### src/rtl/uart_tx_arb_if.sv
// Requester-side byte bus for uart_tx_arb: one valid/ready/last/byte lane per requester.
interface uart_tx_arb_if #(
  parameter int N = 4
);
  logic [N-1:0]      req_valid;
  logic [N-1:0]      req_last;
  logic [N-1:0][7:0] req_byte;
  logic [N-1:0]      req_ready;

  modport master (output req_valid, output req_last, output req_byte, input req_ready);
  modport slave  (input req_valid, input req_last, input req_byte, output req_ready);
endinterface

### src/rtl/uart_tx_arb.sv
// Round-robin arbiter sharing one uart_tx among N byte requesters, with frame locking
// and a watchdog on the uart_tx acknowledge (tx_empty falling after the write strobe).

// Per-requester ready cell: a lane is ready only when it is the selected winner.
module uart_tx_arb_lane #(
  parameter int ID = 0,
  parameter int IW = 2
) (
  input  logic          go,
  input  logic [IW-1:0] win,
  input  logic          valid,
  output logic          ready
);
  assign ready = go && valid && (win == IW'(ID));
endmodule

module uart_tx_arb #(
  parameter int N           = 4,
  parameter int ACK_TIMEOUT = 4
) (
  input  logic                 clk,
  input  logic                 rst,
  uart_tx_arb_if.slave         req,
  input  logic                 tx_empty,
  output logic                 tx_wr_en,
  output logic [7:0]           tx_byte,
  output logic [$clog2(N)-1:0] grant_id,
  output logic                 locked,
  output logic                 busy,
  output logic                 err
);
  localparam int IW = $clog2(N);
  localparam int CW = $clog2(ACK_TIMEOUT + 1);

  typedef enum logic [1:0] {ARB, WAIT_LOW, WAIT_HIGH} state_t;

  state_t        state_q, state_d;
  logic          tx_wr_en_q, tx_wr_en_d;
  logic [7:0]    tx_byte_q, tx_byte_d;
  logic [IW-1:0] grant_q, grant_d;
  logic [IW-1:0] ptr_q, ptr_d;
  logic          locked_q, locked_d;
  logic          err_q, err_d;
  logic [CW-1:0] cnt_q, cnt_d;

  logic [IW-1:0] win;
  logic [IW-1:0] j_idx;
  logic          win_vld;
  logic          arb_go;
  logic [N-1:0]  ready_w;

  // Ready is combinational, so it is also gated by reset to read idle while rst is held low.
  assign arb_go = rst && (state_q == ARB) && tx_empty;

  // Winner: the lock owner alone while locked, otherwise first valid after the pointer.
  always_comb begin
    win     = grant_q;
    win_vld = 1'b0;
    j_idx   = '0;
    if (locked_q) begin
      win_vld = req.req_valid[grant_q];
    end else begin
      for (int k = 1; k <= N; k++) begin
        j_idx = IW'((int'(ptr_q) + k) % N);
        if (!win_vld && req.req_valid[j_idx]) begin
          win     = j_idx;
          win_vld = 1'b1;
        end
      end
    end
  end

  for (genvar g = 0; g < N; g++) begin : g_lane
    uart_tx_arb_lane #(.ID(g), .IW(IW)) u_lane (
      .go    (arb_go),
      .win   (win),
      .valid (req.req_valid[g]),
      .ready (ready_w[g])
    );
  end
  assign req.req_ready = ready_w;

  // Next-state: accept in ARB, then wait for uart_tx to go busy and come back idle.
  always_comb begin
    state_d    = state_q;
    tx_wr_en_d = 1'b0;
    tx_byte_d  = tx_byte_q;
    grant_d    = grant_q;
    ptr_d      = ptr_q;
    locked_d   = locked_q;
    err_d      = err_q;
    cnt_d      = cnt_q;
    case (state_q)
      ARB: begin
        if (arb_go && win_vld) begin
          tx_byte_d  = req.req_byte[win];
          grant_d    = win;
          ptr_d      = win;
          locked_d   = ~req.req_last[win];
          tx_wr_en_d = 1'b1;
          cnt_d      = '0;
          state_d    = WAIT_LOW;
        end
      end
      WAIT_LOW: begin
        if (!tx_empty) begin
          state_d = WAIT_HIGH;
        end else if (cnt_q == CW'(ACK_TIMEOUT - 1)) begin
          // uart_tx never took the byte: flag it and drop it, no retry.
          err_d   = 1'b1;
          state_d = ARB;
        end else begin
          cnt_d = cnt_q + 1'b1;
        end
      end
      WAIT_HIGH: begin
        if (tx_empty) state_d = ARB;
      end
      default: state_d = ARB;
    endcase
  end

  // State register; pointer resets to N-1 so requester 0 is scanned first.
  always_ff @(posedge clk or negedge rst) begin
    if (!rst) begin
      state_q    <= ARB;
      tx_wr_en_q <= 1'b0;
      tx_byte_q  <= '0;
      grant_q    <= '0;
      ptr_q      <= IW'(N - 1);
      locked_q   <= 1'b0;
      err_q      <= 1'b0;
      cnt_q      <= '0;
    end else begin
      state_q    <= state_d;
      tx_wr_en_q <= tx_wr_en_d;
      tx_byte_q  <= tx_byte_d;
      grant_q    <= grant_d;
      ptr_q      <= ptr_d;
      locked_q   <= locked_d;
      err_q      <= err_d;
      cnt_q      <= cnt_d;
    end
  end

  assign tx_wr_en = tx_wr_en_q;
  assign tx_byte  = tx_byte_q;
  assign grant_id = grant_q;
  assign locked   = locked_q;
  assign busy     = (state_q != ARB);
  assign err      = err_q;
endmodule

### src/flat_wrapper.sv
// flat-port wrapper written by rule: the top's interface ports become plain ports
module uart_tx_arb_flat 
#(
  parameter int N           = 4,
  parameter int ACK_TIMEOUT = 4
)
  (clk, rst, tx_empty, tx_wr_en, tx_byte, grant_id, locked, busy, err, req_req_valid, req_req_last, req_req_byte, req_req_ready);
  uart_tx_arb_if #(.N(N)) req_i ();
  input  logic clk;
  input  logic rst;
  input  logic tx_empty;
  output logic tx_wr_en;
  output logic [7:0] tx_byte;
  output logic [$clog2(N)-1:0] grant_id;
  output logic locked;
  output logic busy;
  output logic err;
  input wire logic [$bits(req_i.req_valid)-1:0] req_req_valid;
  input wire logic [$bits(req_i.req_last)-1:0] req_req_last;
  input wire logic [$bits(req_i.req_byte)-1:0] req_req_byte;
  output wire logic [$bits(req_i.req_ready)-1:0] req_req_ready;
  assign req_i.req_valid = req_req_valid;
  assign req_i.req_last = req_req_last;
  assign req_i.req_byte = req_req_byte;
  assign req_req_ready = req_i.req_ready;
  uart_tx_arb #(.N(N), .ACK_TIMEOUT(ACK_TIMEOUT)) u_core (.clk(clk), .rst(rst), .req(req_i), .tx_empty(tx_empty), .tx_wr_en(tx_wr_en), .tx_byte(tx_byte), .grant_id(grant_id), .locked(locked), .busy(busy), .err(err));
endmodule
### config.mk
export PLATFORM = sky130hd
export DESIGN_NAME = uart_tx_arb_flat
export DESIGN_NICKNAME = d
export VERILOG_FILES = /design/src/rtl/uart_tx_arb_if.sv /design/src/rtl/uart_tx_arb.sv /design/src/flat_wrapper.sv
export SDC_FILE = /design/constraint.sdc
export NUM_CORES = 1
export LEC_CHECK = 0
export ABC_AREA = 0
export CAP_MARGIN = 20
export CORE_MARGIN = 2
export CORE_UTILIZATION = 65
export DETAILED_ROUTE_END_ITERATION = 12
export DONT_BUFFER_PORTS = 1
export PLACE_DENSITY_LB_ADDON = 0.05
export SETUP_SLACK_MARGIN = 0.3
export SLEW_MARGIN = 40
export SYNTH_ARGS = -nofsm -noshare
export SYNTH_HDL_FRONTEND = slang
export SYNTH_HIERARCHICAL = 1
export SYNTH_SLANG_ARGS = --single-unit
export TNS_END_PERCENT = 100
### constraint.sdc
create_clock -name clk -period 6.7 [get_ports clk]
set_clock_uncertainty 0.05 [all_clocks]
set_input_delay 0.335 -clock clk [delete_from_list [all_inputs] [get_ports clk]]
set_output_delay 0.335 -clock clk [all_outputs]
set_load 0.005 [all_outputs]
After elaboration in Yosys (flattened, before gate mapping)

Cells that the tools add are included.

Add/subtract/negate cells: 5
Magnitude comparators: 6
Equality and inequality tests: 11
Muxes and demuxes: 38
Bitwise gates (word level): 1
Reduce and logical (&&, ||, !) cells: 25

Operator list:

| cell                  | count |
|---|---|
| $lt A2 B3 Y1 const B  | 6 |
| $mux W2               | 9 |
| $bmux W8 S2           | 1 |
| $mux W1               | 16 |
| $logic_and A1 B1 Y1   | 14 |
| $bmux W1 S2           | 6 |
| $mux W3               | 3 |
| $mux W8               | 1 |
| $ne A2 B2 Y1 const B  | 4 |
| $eq A2 B2 Y1 const B  | 3 |
| $pmux W2 S3           | 1 |
| $pmux W3 S2           | 1 |
| $reduce_and A3 Y1     | 2 |
| $add A2 B1 Y2 const B | 2 |
| $add A2 B2 Y2 const B | 2 |
| $eq A2 B1 Y1 const B  | 2 |
| $logic_not A2 Y1      | 2 |
| $reduce_and A4 Y1     | 1 |
| $reduce_bool A2 Y1    | 2 |
| $add A3 B1 Y3 const B | 1 |
| $eq A3 B2 Y1 const B  | 1 |
| $logic_not A1 Y1      | 3 |
| $ne A3 B2 Y1 const B  | 1 |
| $reduce_and A2 Y1     | 1 |
| $not A1 Y1            | 1 |

Bits in registers: 20
Input bits: 43
Output and inout bits: 18

Logic depth before layout (Yosys ltp)

Depth after elaboration: 20
Gate-level depth with buffers: 8
Depth with buffers taken out: 7

By module

Netlist, hierarchy kept.

Modules (own cells, without submodules):

| module                                         | instances | cells each | area an instance (µm²) | seq. area each (µm²) |
|---|---|---|---|---|
| uart_tx_arb                                    | 1         | 140        | 1421.4                 | 503.0 |
| uart_tx_arb_lane (u_core.g_lane[1].u_lane ...) | 2         | 1          | 10.0                   | 0.0 |
| uart_tx_arb_lane (u_core.g_lane[0].u_lane)     | 1         | 1          | 12.5                   | 0.0 |
| uart_tx_arb_lane (u_core.g_lane[3].u_lane)     | 1         | 1          | 8.8                    | 0.0 |

Worst setup path before layout

Ideal clock, no wire load.

Kind: register -> output
Start point: reg u_core.ptr_q[1]
End point: out req_req_ready[0]
Data arrival time: 2.015 ns
Required time: 6.315 ns
Setup slack: 4.300 ns
Stages on the path, launching flop included: 9
Path buffers: 2
Cell sequence: dfstp_2 buf_2 nand2b_1 nor2_1 or4_4 a211oi_2 or2_2 buf_6 and4bb_2

Word-level cells in the longest chain between the ends: 19
Elaborated cells on any way between the ends: 31
Those cells by class: add/sub: 4; mux: 19; reduce/logical: 8

Ends and longest elaborated chain:

| element                       | RTL line           | text |
|---|---|---|
| start, declared               | uart_tx_arb.sv:41  | `logic [IW-1:0] ptr_q, ptr_d;` |
| start signal, assigned        | uart_tx_arb.sv:130 | `ptr_q <= IW'(N - 1);` |
| start signal, assigned        | uart_tx_arb.sv:139 | `ptr_q <= ptr_d;` |
| $add A2 B1 Y2                 | uart_tx_arb.sv:64  | `j_idx = IW'((int'(ptr_q) + k) % N);` |
| $bmux W1 S2                   | uart_tx_arb.sv:65  | `if (!win_vld && req.req_valid[j_idx]) begin` |
| $mux W1 (implied by the code) | uart_tx_arb.sv:65  |  |
| $mux W1                       | uart_tx_arb.sv:65  |  |
| $mux W1                       | uart_tx_arb.sv:60  | `if (locked_q) begin` |
| $logic_not A1 Y1              | uart_tx_arb.sv:65  |  |
| $logic_and A1 B1 Y1           | uart_tx_arb.sv:65  |  |
| $mux W1                       | uart_tx_arb.sv:65  |  |
| [4 not listed]                | --                 |  |
| $mux W1                       | uart_tx_arb.sv:60  |  |
| $logic_not A1 Y1              | uart_tx_arb.sv:65  |  |
| $logic_and A1 B1 Y1           | uart_tx_arb.sv:65  |  |
| $mux W2 *                     | uart_tx_arb.sv:65  |  |
| $mux W2 *                     | uart_tx_arb.sv:60  |  |
| net u_core.win[0]             | uart_tx_arb.sv:46  | `logic [IW-1:0] win;` |
| $logic_not A2 Y1 *            | uart_tx_arb.sv:14  | `assign ready = go && valid && (win == IW'(ID));` |
| $logic_and A1 B1 Y1 *         | uart_tx_arb.sv:14  |  |
| end, declared                 | flat_wrapper.sv:21 | `output wire logic [$bits(req_i.req_ready)-1:0] req_req_ready;` |

Mark *: on every way through the listed nets, which the timed path passes. The rest lies on a longest branch. The select of a mux whose other input is x is not followed.

Worst setup path after layout

Start point: reg u_core.ptr_q[1]
End point: out req_req_ready[0]

Word-level cells in the longest chain between the ends: 19
Elaborated cells on any way between the ends: 31
Those cells by class: add/sub: 4; mux: 19; reduce/logical: 8

Ends and longest elaborated chain:

| element                       | RTL line |
|---|---|
| $add A2 B1 Y2                 | uart_tx_arb.sv:64 |
| $bmux W1 S2                   | uart_tx_arb.sv:65 |
| $mux W1 (implied by the code) | uart_tx_arb.sv:65 |
| $mux W1                       | uart_tx_arb.sv:65 |
| $mux W1                       | uart_tx_arb.sv:60 |
| $logic_not A1 Y1              | uart_tx_arb.sv:65 |
| $logic_and A1 B1 Y1           | uart_tx_arb.sv:65 |
| $mux W1                       | uart_tx_arb.sv:65 |
| [3 not listed]                | -- |
| $mux W1                       | uart_tx_arb.sv:65 |
| $mux W1                       | uart_tx_arb.sv:60 |
| $logic_not A1 Y1              | uart_tx_arb.sv:65 |
| $logic_and A1 B1 Y1           | uart_tx_arb.sv:65 |
| $mux W2 *                     | uart_tx_arb.sv:65 |
| $mux W2 *                     | uart_tx_arb.sv:60 |
| $logic_not A2 Y1 *            | uart_tx_arb.sv:14 |
| $logic_and A1 B1 Y1 *         | uart_tx_arb.sv:14 |

Every way passes the cells marked *; elsewhere a longest branch is shown, timed or not. The select of a mux whose other input is x is not followed.

==> run summary <==
Core Area - 2170 sq um
post-placement cell count - 164
number of synthesized flops with an enable pin - 0
Syn Inst Count - 144
data required time of the critical path - 6.31 ns
crit end category - output pin
DR pass1 iterations - 4
Hold WS - 0.0383 ns
worst-path maximum fanout - 12
cts repair resizes - 0
Final Non-Filler Cells - 171
Crit Path Class - reg2out
top post-synthesis cells by count - dfrtp_1 (18), nor2_1 (10), mux2_2 (9), mux2i_1 (9)
I/O pin cnt - 61
outcome - finished clean
CTS sink cnt - 20
Setup violations, final - 0
initial antenna violation count - 0
leakage power - 0.665 nW
Via density - 6.73
Site Rows - 17
minimum clock period - 3.34 ns
PwrDens - 462 nW/um^2
max cap viols - 0
Worst R2R Path Depth - 6
Max Root-Sink Buffers - 2
Nets - 189
hold path depth - 1
most numerous cell in the Yosys netlist - dfrtp_1
family with the most delay on the worst path - simple AND/OR/NAND/NOR gates
Levels on crit path - 6
fraction of layout cells with a size suffix above 1 - 25.2%
Final Wtd Congestion - 0.890
CTS H-tree depth - 1
final wirelength - 2960 um
Pwr Total - 0.693 mW
fillers - 161
vias in the first global route - 1073
top-area cell type share of the netlist area - 30.8%
largest net degree at the start of global routing - 27
Post-route DRC - 0
ys flop type - dfrtp_1
peak supply drop - 0.345 mV
period utilization - 49.8%
CTS tree - done
crit path from - u_core/ptr_q[1]
Syn-to-layout area delta - 2.57%
CP max stage delay - 0.65 ns
Tot GR Track Use - 23.4%
input/output buffers - 0
Final Util - 69.1%
First DRT Iteration DRCs - 25
drt wl/cell - 17.3 um
Mapped Avg Cell Area - 10.2 sq um
vias - 1151
startpoint types - flip-flop
RSZ-0062 raised after global routing - no
slowest stage cell, crit path - dfstp_2
cell area after synthesis - 1460 sq um
Die W - 51.4 um
initial core utilization - 67.4%
TritonCTS buffer count - 3
ANT nets after route - 0
latest clock arrival within the worst-skew pair - 0.30 ns
Max Slew Vio Count - 0
Crit path buffers/inverters - 0
full die area - 2650 sq um
setup TNS after final layout - 0 ns
Clock Pin Slew Worst Setup and Hold Paths - 0.10 ns
postcts setup bufs - 0
Hold Crit Class - in2reg
Relative slew margins - 53.2%
dominant cells by area after synthesis - dfrtp_1 (31%), mux2_2 (6.9%), mux2i_1 (6.2%)
post-synth top area cell - dfrtp_1
synthesis-stage register bit count - 20
endpoints failing hold - 0
Async SR Flop Fraction - 100%
total of warnings raised by yosys - 6
Root Buffer - clkbuf_4
Slew @ Worst Pin - 0.701 ns
crit path cell chain - nand2b_1 > a21oi_1 > or4_4 > a211oi_2 > or2_2 > and4bb_2
first-pass GRT wire length - 4690 um
sequential area share after synthesis - 34.4%
antenna cells - 0
grt ovf - 0
Chip Height - 51.4 um
min-delay src - tx_empty
Post-Syn Nets - 189
R2R Path Start - u_core/ptr_q[1]
highest clock rate - 300 MHz
Synth cell types - 47
HPWL Detailed - 2240 um
critical path arrival - 2.95 ns
-- layout make-up --
cell class,instances,area [sq um],share of cell area (%)
Tap cell,28,35.0,2.34
Multi-Input combinational cell,106,845,56.3
Clock buffer,3,22.5,1.50
Inverter,9,33.8,2.25
Sequential cell,20,503,33.5
Clock inverter,1,30.0,2.00
Timing Repair Buffer,4,31.3,2.09
-- layout by cell type (no fill, tap or decap), drive strengths merged, types with 2 or more instances in the layout --
cell	synthesis	final
nand2	6	6
dfrtp	18	18
o21ai	3	3
a211oi	2	2
inv	9	9
ha	2	2
nand3	2	2
mux2i	9	9
buf	7	3
nand2b	7	7
dfstp	2	2
a31oi	8	8
a21o	2	2
mux2	9	9
or2b	5	5
o41ai	8	8
a21oi	5	5
or2	2	2
nand3b	2	2
o32ai	2	2
nor2	10	10
or4	2	2
nor2b	2	2
clkbuf	2	3
and4b	2	2
-- state kept, by name, summed over array words and instances (netlist names) --
name / cells
u_core/locked: 1
u_core/err: 1
u_core/tx_wr_en: 1
u_core/grant_id: 2
u_core/tx_byte: 8
u_core/cnt_q: 3
u_core/state_q: 2
u_core/ptr_q: 2
-- power breakdown --
group / switching (mW) / total (mW) / internal (mW) / leakage, nW
Clock: 0.0368 / 0.0973 / 0.0605 / 0.0279
Combinational: 0.185 / 0.358 / 0.173 / 0.399
Sequential: 0.0588 / 0.238 / 0.179 / 0.238
-- metal layers --
layer,GRT usage (%),up-vias,part of all wire [%],wire length [um]
li1,-,554,-,-
met1,30.7,541,43,1270
met2,39.3,54,50,1470
met3,4.09,2,6.7,197
met4,7.02,0,0.51,15
met5,0,-,0,0
-- path summary, 6_finish.rpt --
kind / endpoint / slack (ns)
max in group asynchronous: u_core/ptr_q[1] / 5.80
setup reg to reg: u_core/tx_byte[0] / 4.05
min in group asynchronous: u_core/tx_byte[0] / 0.45
hold reg to reg: u_core/err / 0.46
setup / recovery: req_req_ready[0] / 3.36
hold / removal: u_core/state_q[1] / 0.04
-- worst reg2reg max path: stages, from the launching register on --
cell	delay, ns
dfstp_2	0.65
nand2b_1	0.16
a21oi_1	0.09
or4_4	0.51
a211oi_2	0.61
or2_2	0.37
a31oi_1	0.12
-- cells by family (layout without fill, tap and decap cells) --
family	count (synthesis)	in the layout	synth area share (%)
simple gates	45	45	19.2
compound gates	39	39	20.1
flops	20	20	34.4
mux	19	19	14.9
buf+inv	18	17	9.15
fa+ha+maj	2	2	1.71
xor+xnor	1	1	0.599
-- per-stage QoR --
stage / setup WS [ns] / instance area, sq um
6_report: 3.36 / 1500
5_1_grt: 3.17 / 1500
4_1_cts: 3.39 / 1490
3_5_place_dp: 3.74 / 1430
3_3_place_gp: 3.78 / 1420
2_1_floorplan: 4.30 / 1460
-- what timing repair did --
item                       4_1_cts  5_1_grt
setup endpoints to repair        0        0
hold buffers                     1        1
hold endpoints to repair        20       18
Power figures use the tool's default switching activity.
